--- config.mk ---
export PLATFORM = sky130hd
export DESIGN_NAME = pipeline_ctrl
export DESIGN_NICKNAME = d
export VERILOG_FILES = /design/src/rtl/pipeline_ctrl_pkg.sv /design/src/rtl/pipeline_ctrl_sat_counter.sv /design/src/rtl/pipeline_ctrl.sv
export SDC_FILE = /design/constraint.sdc
export NUM_CORES = 1
export LEC_CHECK = 0
export BUFFER_PORTS_ARGS = -buffer_cell sky130_fd_sc_hd__buf_2
export CORE_UTILIZATION = 54
export CTS_CLUSTER_DIAMETER = 60
export DETAILED_ROUTE_END_ITERATION = 7
export GPL_TIMING_DRIVEN = 1
export PLACE_DENSITY = 0.84
export SLEW_MARGIN = 0
export SYNTH_ARGS = -nofsm -noshare
export SYNTH_HDL_FRONTEND = slang
export SYNTH_SLANG_ARGS = --single-unit
--- constraint.sdc ---
create_clock -name clock -period 3.5 [get_ports clock]
set_input_delay 0 -clock clock [delete_from_list [all_inputs] [get_ports clock]]
set_output_delay 0 -clock clock [all_outputs]
set_load 0.005 [all_outputs]
--- src/rtl/pipeline_ctrl_pkg.sv ---
// Shared processor definitions: pipeline-control FSM encoding, stall counter
// width and the memory opcodes the hazard logic keys on.
package pipeline_ctrl_pkg;

    typedef enum logic {
        ST_RUN     = 1'b0,
        ST_MD_WAIT = 1'b1
    } state_t;

    localparam int STALL_CNT_W = 16;

    localparam logic [4:0] OPC_LW = 5'b01000;
    localparam logic [4:0] OPC_SW = 5'b00111;

endpackage

--- src/rtl/pipeline_ctrl_sat_counter.sv ---
// Saturating up-counter with synchronous clear; clear beats increment.
module sat_counter #(
    parameter int W = 16
) (
    input  logic         clock,
    input  logic         reset,
    input  logic         clr,
    input  logic         inc,
    output logic [W-1:0] count
);

    always_ff @(posedge clock or posedge reset) begin
        if (reset) begin
            count <= '0;
        end else if (clr) begin
            count <= '0;
        end else if (inc && (count != {W{1'b1}})) begin
            count <= count + 1'b1;
        end
    end

endmodule

--- src/rtl/pipeline_ctrl.sv ---
// Pipeline stall/flush controller: arbitrates multdiv, taken-branch and
// load-use hazards and counts the cycles the PC is frozen.
module pipeline_ctrl
    import pipeline_ctrl_pkg::*;
(
    input  logic                   clock,
    input  logic                   reset,
    input  logic                   load_use_hazard,
    input  logic                   branch_taken,
    input  logic                   dx_is_multdiv,
    input  logic                   md_ready,
    input  logic                   md_exception,
    input  logic                   stall_cnt_clr,
    output logic                   pc_en,
    output logic                   fd_en,
    output logic                   dx_en,
    output logic                   fd_flush,
    output logic                   dx_flush,
    output logic                   xm_flush,
    output logic                   md_start,
    output logic                   md_busy,
    output logic                   md_exc_latched,
    output logic [STALL_CNT_W-1:0] stall_cnt
);

    state_t state, state_nxt;

    always_ff @(posedge clock or posedge reset) begin
        if (reset) begin
            state <= ST_RUN;
        end else begin
            state <= state_nxt;
        end
    end

    // Priority in RUN: multdiv > taken branch > load-use. While reset is held
    // the pipeline free-runs with no start pulse.
    always_comb begin
        state_nxt = state;
        pc_en     = 1'b1;
        fd_en     = 1'b1;
        dx_en     = 1'b1;
        fd_flush  = 1'b0;
        dx_flush  = 1'b0;
        xm_flush  = 1'b0;
        md_start  = 1'b0;
        md_busy   = 1'b0;
        if (!reset) begin
            case (state)
                ST_RUN: begin
                    if (dx_is_multdiv) begin
                        md_start  = 1'b1;
                        pc_en     = 1'b0;
                        fd_en     = 1'b0;
                        dx_en     = 1'b0;
                        xm_flush  = 1'b1;
                        state_nxt = ST_MD_WAIT;
                    end else if (branch_taken) begin
                        fd_flush = 1'b1;
                        dx_flush = 1'b1;
                    end else if (load_use_hazard) begin
                        pc_en    = 1'b0;
                        fd_en    = 1'b0;
                        dx_flush = 1'b1;
                    end
                end
                ST_MD_WAIT: begin
                    // The completion cycle already advances the pipeline, so
                    // busy drops as soon as md_ready arrives.
                    if (md_ready) begin
                        state_nxt = ST_RUN;
                    end else begin
                        md_busy  = 1'b1;
                        pc_en    = 1'b0;
                        fd_en    = 1'b0;
                        dx_en    = 1'b0;
                        xm_flush = 1'b1;
                    end
                end
                default: state_nxt = ST_RUN;
            endcase
        end
    end

    always_ff @(posedge clock or posedge reset) begin
        if (reset) begin
            md_exc_latched <= 1'b0;
        end else if ((state == ST_MD_WAIT) && md_ready && md_exception) begin
            md_exc_latched <= 1'b1;
        end
    end

    sat_counter #(
        .W(STALL_CNT_W)
    ) u_stall_cnt (
        .clock (clock),
        .reset (reset),
        .clr   (stall_cnt_clr),
        .inc   (~pc_en),
        .count (stall_cnt)
    );

endmodule
==> key figures <==
Logic synthesis
  – Synth Flop Type: dfrtp_1
  – Post-synth ARST share: 1.00
  – Sequential element share of the synthesized area: 0.410
  – Share of the synthesized area in the top cell type: 0.410
  – Yosys cell types: 36
  – Synth area leader: dfrtp_1
  – Synthesis Warnings: 0
  – Top cells by area, synth: dfrtp_1 41%, a21oi_1 6.4%, o31ai_1 6.2%
  – Synth top cells by count: 18 x dfrtp_1, 14 x a21oi_1, 9 x o31ai_1, 9 x or4_1, 7 x inv_1
  – Syn nets: 125
  – Synthesized instance count: between 100 and 150
  – Synthesized cell area: about 1100 sq um
  – Post-synth EDFFs: 0
  – Synthesis-stage register bit count: 18
  – Syn Area/Cell: roughly 9.5 sq um
  – Count leader, synth: dfrtp_1

Critical path
  – Worst path slowest cell: o21ai_1
  – Worst Setup End Kind: primary output
  – Top Family by Delay on Critical Path: compound AO/OA/AOI/OAI gates
  – CP bufs+invs: 1
  – Crit path kind: register to primary output
  – Critical path required time: roughly 3500 ps
  – Critical path depth: 3
  – CP startpoint kind: register
  – CP Max Fanout: 16
  – Crit-path cells: or2_2 -> o21ai_1 -> buf_2
  – CP Data Arrival Time: between 2000 and 2500 ps
  – Biggest cell delay along the critical path: approximately 730 ps
  – R2R depth: 5

Power and ir drop
  – Maximum vdd drop: about 220 uV
  – Pwr dens: 283 nW/um^2
  – Leakage power: about 0.58 nW

Floorplanning
  – Area of the die: ~2200 sq um
  – Starting density of the core: 0.603
  – Die height: 47.1 microns
  – Core Region: roughly 1800 sq um
  – Width of the die: roughly 47 microns
  – FP Rows: 15
  – I/O pin total: 33

Place
  – # port buffers: 32
  – Placed cell count: ~170
  – Routability Congestion: about 0.8
  – DP HPWL: 1660 microns

Global routing
  – Tot GR Track Use: 0.234
  – Vias in the first global route: slightly above 800
  – First-pass GRT wire length: 3730 microns
  – Initial antenna violation count: 0
  – Pin count of the biggest net entering global routing: 20
  – GR Overflow Total: 0

STA
  – Final Hold Vio Count: 0
  – Fin Clk Skew: 6.00 ps
  – Slew @ Worst Pin: 900 ps
  – Maximum clock frequency: ~0.48 GHz
  – Period utilization: 0.600
  – Final Setup Violations: 0
  – Slew Limit Fails: 0
  – Sum Neg Setup Slack: 0 ps
  – RSZ-0062 raised after global routing: false
  – Relative slew slack: 0.396
  – WHS: about 80 ps
  – Minimum clock period: about 2100 ps

Finish
  – Diodes inserted: 0
  – Layout cells sized above 1: 0.282
  – Area Growth Syn to Fin: 19.7%
  – Fin cells: around 170
  – Final net count: 160

Routing
  – Vias per cell: just over 6
  – Wire per inst: ~13 microns
  – Antenna-violating nets left: 0
  – Vias: about 1,100
  – Pre-antenna DRT Iters: 4
  – Routed WL: between 2000 and 2500 microns
  – Post-route DRC: 0
  – Iteration-0 DRC Markers: 24

Clock tree
  – Worst-path clk slew: ~100 ps
  – H-tree depth: 1
  – CTS max path bufs: 2
  – Clk sink count: 18
  – TritonCTS clock tree: done
  – Root Buffer: clkbuf_4
  – Clock Latency Late Sink: between 200 and 300 ps
  – Post-CTS Setup Inserts: 0
  – TritonCTS buffer count: 3

Worst hold path
  – Hold Path Class: input pin to register
  – Hold path depth: 2

Job
  – Max-Cap Viols: 0

Outcome
  – Status: finished, final reports clean
==> placed cells by master (no fill, tap or decap), types with 3 or more instances in the layout <==
cell type and n:
or3_1 4, buf_2 32, inv_1 7, nand4_1 3, a21oi_1 14, o21ai_0 3
dfrtp_1 18, clkbuf_4 3, nand3_1 6, and3_1 3, or4_1 9, o31ai_1 9
and4_1 4, o21ai_1 4, dlygate4sd3_1 3, nand2_1 5
==> worst reg2reg max path: stages, from the launching register on <==
cell,delay [ps]
dfrtp_1,440
ha_1,250
nand4_2,170
nor4_4,790
o31ai_1,190
a21oi_1,170
==> state kept, by name, indices dropped and copies added (netlist names) <==
| signal | flops |
|---|---|
| state | 1 |
| u_stall_cnt.count | 16 |
| md_exc_latched | 1 |
==> path summary, 6_finish.rpt <==
kind,from,endpoint,slack (ps)
max in group asynchronous,reset,u_stall_cnt.count[14],2670
setup reg to reg,u_stall_cnt.count[0],u_stall_cnt.count[4],1420
hold / removal,stall_cnt_clr,u_stall_cnt.count[9],80
setup / recovery,state,pc_en,1400
hold reg to reg,u_stall_cnt.count[11],u_stall_cnt.count[11],600
min in group asynchronous,reset,u_stall_cnt.count[6],400
==> logic make-up (layout without fill, tap and decap cells) <==
group,after synthesis,after routing,share of synthesized area
DFF,18,18,0.410
and+or+nand+nor,46,46,0.282
adders and majority gates,1,1,0.0114
buffers and inverters,12,45,0.0490
AOI/OAI and AO/OA,39,39,0.247
==> timing repair <==
action / in CTS / in global routing
hold buffers: 3 / 0
endpoints found under the hold margin: 20 / 0
gates resized for setup: 0 / 0
==> cell type report <==
type | count | area [sq um]
multi-input combinational | 86 | 594
fill | 155 | 505
sequential | 18 | 450
timing repair buffer | 35 | 190
tap | 25 | 31.3
inverter | 7 | 26.3
clock buffer | 3 | 22.5
==> metrics by stage <==
step,cell area [sq um],total power [mW],utilization,setup slack (ps)
6_report,1320,0.373,0.722,1400
5_1_grt,1320,0.392,0.722,1210
4_1_cts,1320,0.378,0.722,1420
3_5_place_dp,1260,0.274,0.693,1480
3_3_place_gp,1260,0.272,0.693,1570
2_1_floorplan,1100,0.255,-,1710
==> report_power, final <==
group	internal, mW	switching (mW)
registers	0.212	0.00736
logic	0.0212	0.0308
clock network	0.0401	0.0609
==> metal layers <==
layer / part of all wire / GRT usage / up-vias
met5: 0 / 0 / -
met4: 0.014 / 0.0686 / 0
met3: 0.041 / 0.0462 / 5
met2: 0.44 / 0.339 / 36
met1: 0.50 / 0.353 / 490
li1: - / - / 526
(Power assumes the default switching activity.)
